<file path="config.mk">
export PLATFORM = sky130hd
export DESIGN_NAME = cpu_sequencer
export DESIGN_NICKNAME = d
export VERILOG_FILES = /design/src/rtl/cpu_seq_pkg.sv /design/src/rtl/seq_wait_timer.sv /design/src/rtl/cpu_sequencer.sv
export SDC_FILE = /design/constraint.sdc
export NUM_CORES = 1
export LEC_CHECK = 0
export BUFFER_PORTS_ARGS = -buffer_cell sky130_fd_sc_hd__buf_2
export CAP_MARGIN = 0
export CORE_MARGIN = 5
export CORE_UTILIZATION = 47
export DETAILED_ROUTE_END_ITERATION = 16
export HOLD_SLACK_MARGIN = 0.15
export PLACE_DENSITY = 0.8
export SLEW_MARGIN = 20
export SYNTH_ARGS = -nofsm -noshare
export SYNTH_HDL_FRONTEND = slang
export SYNTH_SLANG_ARGS = --single-unit
</file>
<file path="constraint.sdc">
create_clock -name clock -period 2.4 [get_ports clock]
set_clock_uncertainty 0.2 [all_clocks]
set_input_delay 0.12 -clock clock [delete_from_list [all_inputs] [get_ports clock]]
set_output_delay 0.12 -clock clock [all_outputs]
set_load 0.01 [all_outputs]
</file>
<file path="src/rtl/cpu_seq_pkg.sv">
// Shared definitions for the instruction sequencer: state encoding,
// instruction type codes and PC source selectors.
package cpu_seq_pkg;

    typedef enum logic [2:0] {
        FETCH     = 3'd0,
        DECODE    = 3'd1,
        EXECUTE   = 3'd2,
        MEM       = 3'd3,
        WRITEBACK = 3'd4,
        HALT      = 3'd5
    } seq_state_e;

    localparam logic [1:0] TYPE_DP     = 2'b00;
    localparam logic [1:0] TYPE_MEM    = 2'b01;
    localparam logic [1:0] TYPE_BRANCH = 2'b10;
    localparam logic [1:0] TYPE_HALT   = 2'b11;

    localparam logic [1:0] PCSEL_INC   = 2'b00;
    localparam logic [1:0] PCSEL_ALU   = 2'b01;
    localparam logic [1:0] PCSEL_LINK  = 2'b10;

endpackage

</file>
<file path="src/rtl/seq_wait_timer.sv">
// Counts cycles spent waiting on a memory ready strobe; expired_o flags the
// cycle in which the WAIT_LIMIT-th consecutive wait cycle occurs.
module seq_wait_timer #(
    parameter int WAIT_LIMIT = 16
) (
    input  logic clock,
    input  logic reset,
    input  logic clear_i,
    input  logic count_en_i,
    output logic expired_o
);

    localparam int CW = $clog2(WAIT_LIMIT + 1);
    localparam logic [CW-1:0] LAST = CW'(WAIT_LIMIT - 1);

    logic [CW-1:0] count_q;
    logic [CW-1:0] count_d;

    // Expiry is combinational so a ready strobe in the same cycle can still win.
    assign expired_o = count_en_i && (count_q == LAST);

    always_comb begin
        count_d = count_q;
        if (clear_i) begin
            count_d = '0;
        end else if (count_en_i && (count_q != LAST)) begin
            count_d = count_q + 1'b1;
        end
    end

    always_ff @(posedge clock or negedge reset) begin
        if (!reset) begin
            count_q <= '0;
        end else begin
            count_q <= count_d;
        end
    end

endmodule

</file>
<file path="src/rtl/cpu_sequencer.sv">
// Multi-cycle instruction sequencer: fetch/decode/execute/mem/writeback
// control with memory wait timeout and a retired-instruction counter.
module cpu_sequencer
    import cpu_seq_pkg::*;
#(
    parameter int WAIT_LIMIT = 16
) (
    input  logic        clock,
    input  logic        reset,
    input  logic [1:0]  TypeCode,
    input  logic        Load,
    input  logic        should_store_link,
    input  logic        set_cond_bit,
    input  logic        should_branch_to_link,
    input  logic        write_condition,
    input  logic        imem_ready,
    input  logic        dmem_ready,
    output logic        imem_req,
    output logic        ir_load,
    output logic        dmem_req,
    output logic        dmem_we,
    output logic        reg_write_en,
    output logic        link_write_en,
    output logic        cpsr_write_en,
    output logic        pc_write_en,
    output logic [1:0]  pc_sel,
    output logic [2:0]  state,
    output logic        fault,
    output logic        halted,
    output logic [31:0] instr_count
);

    seq_state_e  state_q, state_d;
    logic        fault_q, fault_d;
    logic [31:0] instr_count_q, instr_count_d;

    logic imem_req_c, ir_load_c, dmem_req_c, dmem_we_c;
    logic reg_we_c, link_we_c, cpsr_we_c, pc_we_c;
    logic [1:0] pc_sel_c;

    logic timer_clear, timer_count_en, timer_expired;

    assign timer_clear    = ((state_d == FETCH) || (state_d == MEM)) && (state_d != state_q);
    assign timer_count_en = ((state_q == FETCH) && !imem_ready) ||
                            ((state_q == MEM)   && !dmem_ready);

    seq_wait_timer #(
        .WAIT_LIMIT (WAIT_LIMIT)
    ) u_wait_timer (
        .clock      (clock),
        .reset      (reset),
        .clear_i    (timer_clear),
        .count_en_i (timer_count_en),
        .expired_o  (timer_expired)
    );

    always_comb begin
        state_d    = state_q;
        fault_d    = fault_q;
        imem_req_c = 1'b0;
        ir_load_c  = 1'b0;
        dmem_req_c = 1'b0;
        dmem_we_c  = 1'b0;
        reg_we_c   = 1'b0;
        link_we_c  = 1'b0;
        cpsr_we_c  = 1'b0;
        pc_we_c    = 1'b0;
        pc_sel_c   = PCSEL_INC;
        case (state_q)
            FETCH: begin
                imem_req_c = 1'b1;
                if (imem_ready) begin
                    ir_load_c = 1'b1;
                    state_d   = DECODE;
                end else if (timer_expired) begin
                    state_d = HALT;
                    fault_d = 1'b1;
                end
            end
            DECODE: state_d = EXECUTE;
            EXECUTE: begin
                if (!write_condition) begin
                    pc_we_c = 1'b1;
                    state_d = FETCH;
                end else begin
                    case (TypeCode)
                        TYPE_DP:  state_d = WRITEBACK;
                        TYPE_MEM: state_d = MEM;
                        TYPE_BRANCH: begin
                            pc_we_c   = 1'b1;
                            pc_sel_c  = should_branch_to_link ? PCSEL_LINK : PCSEL_ALU;
                            link_we_c = should_store_link;
                            state_d   = FETCH;
                        end
                        default:  state_d = HALT;
                    endcase
                end
            end
            MEM: begin
                // Load=1 marks a store in this decode scheme.
                dmem_req_c = 1'b1;
                dmem_we_c  = Load;
                if (dmem_ready) begin
                    if (Load) begin
                        pc_we_c = 1'b1;
                        state_d = FETCH;
                    end else begin
                        state_d = WRITEBACK;
                    end
                end else if (timer_expired) begin
                    state_d = HALT;
                    fault_d = 1'b1;
                end
            end
            WRITEBACK: begin
                reg_we_c  = 1'b1;
                cpsr_we_c = set_cond_bit && (TypeCode == TYPE_DP);
                pc_we_c   = 1'b1;
                state_d   = FETCH;
            end
            HALT:    state_d = HALT;
            default: state_d = FETCH;
        endcase
    end

    // Enables are masked while reset is held so nothing leaks during reset.
    assign imem_req      = reset && imem_req_c;
    assign ir_load       = reset && ir_load_c;
    assign dmem_req      = reset && dmem_req_c;
    assign dmem_we       = reset && dmem_we_c;
    assign reg_write_en  = reset && reg_we_c;
    assign link_write_en = reset && link_we_c;
    assign cpsr_write_en = reset && cpsr_we_c;
    assign pc_write_en   = reset && pc_we_c;
    assign pc_sel        = reset ? pc_sel_c : PCSEL_INC;

    assign instr_count_d = instr_count_q + {31'd0, pc_write_en};

    always_ff @(posedge clock or negedge reset) begin
        if (!reset) begin
            state_q       <= FETCH;
            fault_q       <= 1'b0;
            instr_count_q <= 32'd0;
        end else begin
            state_q       <= state_d;
            fault_q       <= fault_d;
            instr_count_q <= instr_count_d;
        end
    end

    assign state       = state_q;
    assign fault       = fault_q;
    assign halted      = (state_q == HALT);
    assign instr_count = instr_count_q;

endmodule

</file>
# Word-level counts from Yosys, hierarchy flattened
# Cells that the tools add are included.
[word_totals] ff_bits=41 word_cells=76
[classes] addsub=2 n_eq_ne=13 muxes=33 n_reduce_logical=24
[ops] operator="adder 32 x 1 -> 32 bit" count=1
[ops] operator="two-way mux 1 bit" count=17
[ops] operator="two-way mux 3 bit" count=5
[ops] operator="case mux 3 bit (5 select lines)" count=1
[ops] operator="logical AND 1 bit" count=14
[ops] operator="two-way mux 2 bit" count=5
[ops] operator="two-way mux 5 bit" count=2
[ops] operator="equality test 3 x 2 -> 1 bit, second input constant" count=3
[ops] operator="case mux 3 bit (3 select lines)" count=1
[ops] operator="equality test 3 bit, second input constant" count=2
[ops] operator="logical NOT 3 bit" count=2
[ops] operator="adder 5 x 1 -> 5 bit, second input constant" count=1
[ops] operator="equality test 5 x 4 -> 1 bit, second input constant" count=1
[ops] operator="inequality test 5 x 4 -> 1 bit, second input constant" count=1
[ops] operator="inequality test 2 bit, second input constant" count=2
[ops] operator="nonzero test 2 bit" count=2
[ops] operator="equality test 3 x 1 -> 1 bit, second input constant" count=1
[ops] operator="inequality test 3 bit" count=1
[ops] operator="case mux 1 bit (3 select lines)" count=1
[ops] operator="AND reduction 3 bit" count=1
[ops] operator="equality test 2 x 1 -> 1 bit, second input constant" count=1
[ops] operator="equality test 2 bit, second input constant" count=1
[ops] operator="logical NOT 1 bit" count=2
[ops] operator="logical NOT 2 bit" count=1
[ops] operator="2 further kinds" count=3

# Depth between registers and ports, before layout
[depth] ltp_word=11 mapped_depth=13

# By module
# Synthesis repeated with hierarchy kept, for this count alone.
[unflattened] cells_unflattened=208 area_unflattened_um2=2149.6
[by_module_without_submodules] module="cpu_sequencer" instances=1 cells_each=184 area_per_inst_um2=1874.3 seq_area_each_um2=900.9
[by_module_without_submodules] module="seq_wait_timer" instances=1 cells_each=24 area_per_inst_um2=275.3 seq_area_each_um2=125.1

# Worst setup path before layout
# No wires, ideal clock.
[synth_path] kind="reg2reg" startpoint="register state_q[2], in the netlist state[2]" endpoint="register instr_count_q[27], in the netlist instr_count[27]" arrival_time_ns=2.418 t_required_ns=2.075 slack_ns=-0.343 path_stages_with_launch=11 period_less_slack_ns=2.743 cell_sequence="dfrtp_1 > buf_2 > or2b_1 > o21ai_0 > and2_1 > ha_1 > and4_2 > nand2_2 > nor4_4 > nand4_1 > xnor2_1"
[synth_between] elab_chain_len=4 word_cells_on_any_way=6 classes_between="add/sub (1); eq/ne (3); mux (1); reduce/logical (1)"
[synth_rtl] item="from (decl)" line="cpu_sequencer.sv:33" rtl="seq_state_e state_q, state_d;"
[synth_rtl] item="from (signal assigned)" line="cpu_sequencer.sv:145" rtl="state_q <= state_d;"
[synth_rtl] item="equality test 3 bit or equality test 3 x 2 -> 1 bit (tied branches)" line="cpu_sequencer.sv:69" rtl="case (state_q)"
[synth_rtl] item="case mux 1 bit (3 select lines) (*)" line="cpu_sequencer.sv:69"
[synth_rtl] item="logical AND 1 bit (*)" line="cpu_sequencer.sv:134" rtl="assign pc_write_en = reset && pc_we_c;"
[synth_rtl] item="net pc_write_en" line="cpu_sequencer.sv:25" rtl="output logic pc_write_en,"
[synth_rtl] item="adder 32 x 1 -> 32 bit (*)" line="cpu_sequencer.sv:137" rtl="assign instr_count_d = instr_count_q + {31'd0, pc_write_en};"
[synth_rtl] item="net instr_count_d[27]" line="cpu_sequencer.sv:35" rtl="logic [31:0] instr_count_q, instr_count_d;"
[synth_rtl] item="to (signal assigned)" line="cpu_sequencer.sv:147" rtl="instr_count_q <= instr_count_d;"
[synth_rtl] item="to (decl)" line="cpu_sequencer.sv:35"
# Mark *: on every way through the listed nets, which the timed path passes. The rest lies on a longest branch.
# A chain may end at the register's enable or synchronous reset.

# Worst setup path in the final report
[layout_path] startpoint="register state_q[1], in the netlist state[1]" endpoint="register instr_count_q[22], in the netlist instr_count[22]"
[layout_between] elab_chain_len=4 word_cells_on_any_way=6 classes_between="add/sub (1); eq/ne (3); mux (1); reduce/logical (1)"
[layout_rtl] item="equality test 3 bit or equality test 3 x 2 -> 1 bit (tied branches)" line="cpu_sequencer.sv:69"
[layout_rtl] item="case mux 1 bit (3 select lines) (*)" line="cpu_sequencer.sv:69"
[layout_rtl] item="logical AND 1 bit (*)" line="cpu_sequencer.sv:134"
[layout_rtl] item="adder 32 x 1 -> 32 bit (*)" line="cpu_sequencer.sv:137"
[layout_rtl] item="net instr_count_d[22]" line="cpu_sequencer.sv:35"
# Marks and branches as above.

==> run metrics <==
area delta synth->final=32.5%; Sink Count=between 40 and 50; NumNets Final=slightly below 300; Max FO, Critical Path=7; Max Cap Violations=0; Die Span X=76.8 um; max_slew headroom=64.1%; status=complete, no violations; Cell Rows=24; Die Area=0.00590 mm^2; all-layer global routing usage=16.3%; commonest non-fill, non-tap cells in the layout=buf_2 (57), dfrtp_1 (40), xnor2_1 (24); top cells by area, synth=dfrtp_1 (49%), xnor2_1 (10%), ha_1 (4.2%), and3_1 (3.9%), nand3_1 (3.3%); PortBufs=57; worst setup margin=0.0716 ns; Crit. End Element=flop; total number of vias=1753; share of cells above drive strength 1=36.0%; vias in the first global route=around 1.8k; Setup violations, final=0; #FFs+latches synth=slightly above 40; Pre-Repair DR Iteration Count=4; via/cell ratio=5.36; initial antenna violation count=0; Slowest-stage cell, CP=dfrtp_1; Worst Setup Path Type=reg2reg; post-synthesis cell count=196; Max Slew Vio Count=0; Worst-Margin Slew=approximately 0.54 ns; Yosys top cell by area=dfrtp_1; post-route ant nets=0; htree depth=2; Remaining DRCs=0; core footprint=0.00435 mm^2; worst skew pair latency=0.30 ns; Starting Density=48.2%; die height=approximately 77 um; Overflow after GRT=0; area share of the leading cell type in the synthesized netlist=48.9%; clock slew at reported path FFs=approximately 0.080 ns; sequential area share after synthesis=between 40% and 50%; final hold viol count=0; LEAKAGE=1.49 nW; routed len/inst=around 14 um; most common cell after layout, fill and taps aside=buf_2; crit share post-route=97.0%; crit start category=flop; Total Wirelength=4630 um; largest net degree at the start of global routing=47; # diodes=0; DR iter-0 viols=57; peak supply drop=0.370 mV; Filler cells=343; first-pass GRT wire length=7910 um; CTS max path bufs=2; HPWL Detailed=3420 um; CP Cell Sequence=or2b_1 -> o21ai_1 -> and2_4 -> ha_4 -> ha_4 -> nand4_1 -> nor3_4 -> buf_4 -> nand4_1 -> xnor2_1; power density over the cells=772 mW/mm^2; I/O pins=58; Net Count, Synth=214; fin util=63.8%; Synth cell types=40; Ys Warns=0; RD Place Congestion=0.831; TritonCTS clock tree=built; arrival time at the worst endpoint=2.32 ns; Final Critical Period=between 2 and 2.5 ns; CP Data Required Time=2.39 ns; root buffer cell=clkbuf_8; HP Class=in2reg; CTS Buf Count=5; Synth Area per Inst=10.7 um^2; Peak Freq=429 MHz; slowest cell delay on critical path=approximately 0.37 ns; Cell Area, Synth=0.00210 mm^2; Post-Place Setup Slack=-0.0314 ns
==> cell usage after synthesis <==
cell,count
nand4_1,7
o21ai_0,3
and4_2,1
nor3_2,1
a31oi_1,1
a21oi_1,7
o22a_1,1
and2_1,6
nand2_1,12
a211oi_4,1
and4_1,4
o211a_1,1
xnor2_1,25
nand2_2,1
ha_1,7
nor2b_1,4
and3_1,13
a2bb2oi_1,1
a21oi_2,1
buf_2,2
nand3b_1,1
nor3_1,2
or2b_1,1
a221oi_1,1
mux2i_1,1
a211oi_1,1
nand3_1,14
nand2b_1,1
nor2_1,9
or2_2,1
a32oi_1,1
xor2_1,8
a21o_1,2
or3_4,1
nor4_4,1
buf_6,1
inv_1,8
clkbuf_1,1
nand4b_1,1
dfrtp_1,41
==> worst max-delay path, delay by kind of cell, from the launching register on <==
kind / cells / cell delay [ns]
xor+xnor: 1 / 0.14
compound gates: 1 / 0.13
simple gates: 5 / 0.92
flops: 1 / 0.37
buf+inv: 1 / 0.18
fa+ha+maj: 2 / 0.27
==> final cells by class <==
class	instances	area, um^2	area share, %
Multi-Input combinational cell	143	1100	39.6
Clock buffer	6	82.6	2.97
Timing Repair Buffer	75	435	15.7
Inverter	8	30.0	1.08
Sequential cell	41	1030	37.0
Tap cell	52	65.1	2.34
Clock inverter	2	37.5	1.35
==> what timing repair did <==
| action | in CTS | in global routing |
|---|---|---|
| hold buffers | 6 | 0 |
| gates resized for setup | 0 | 15 |
| setup buffers | 0 | 3 |
| pin swaps | 1 | 9 |
| endpoints found under the setup margin | 1 | 16 |
| hold endpoints to repair | 48 | 0 |
==> cells by family after synthesis <==
group / share of synthesized area [%]
mux: 0.477
fa+ha+maj: 4.18
simple gates: 22.7
buf+inv: 2.63
compound gates: 7.28
flops: 48.9
xor+xnor: 13.8
==> registers in the layout (all words and copies together) (netlist names) <==
| signal | count |
|---|---|
| fault | 1 |
| instr_count | 32 |
| u_wait_timer.count_q | 5 |
| state | 3 |
==> through the flow <==
step	instance area [um^2]	total power, mW	cells	hold WS (ns)	TNS [ns]
after floorplan	2130	1.26	196	-0.376	-0.164
after global placement	2520	1.45	310	0.0714	0
after detailed placement	2520	1.48	310	0.0738	-0.0547
after CTS	2700	2.09	324	0.193	0
after global routing	2780	2.26	327	0.285	-0.00956
final	2780	2.14	327	0.242	0
==> report_power, final <==
| group | internal [mW] | switching [mW] | leakage, nW |
|---|---|---|---|
| logic | 0.328 | 0.377 | 0.874 |
| clock network | 0.338 | 0.238 | 0.0574 |
| registers | 0.767 | 0.0958 | 0.560 |
| total | 1.43 | 0.711 | 1.49 |
==> worst paths after layout <==
path	to	slack, ns	cells past startpoint	startpoint
min in group asynchronous	fault	0.27	3	reset
worst min-delay path	state[2]	0.24	4	write_condition
worst max-delay path	instr_count[22]	0.07	10	state[1]
worst max register to register	instr_count[22]	0.07	10	state[1]
worst min register to register	fault	0.26	1	fault
max in group asynchronous	state[0]	1.34	3	reset
==> layer usage <==
metal | up-vias | track usage [%] | part of all wire, %
li1 | 841 | - | -
met2 | 40 | 28.5 | 52
met1 | 866 | 18.5 | 42
met4 | 0 | 8.39 | 1.6
met3 | 6 | 3.51 | 4.7
met5 | - | 0 | 0
(Power assumes the default switching activity.)
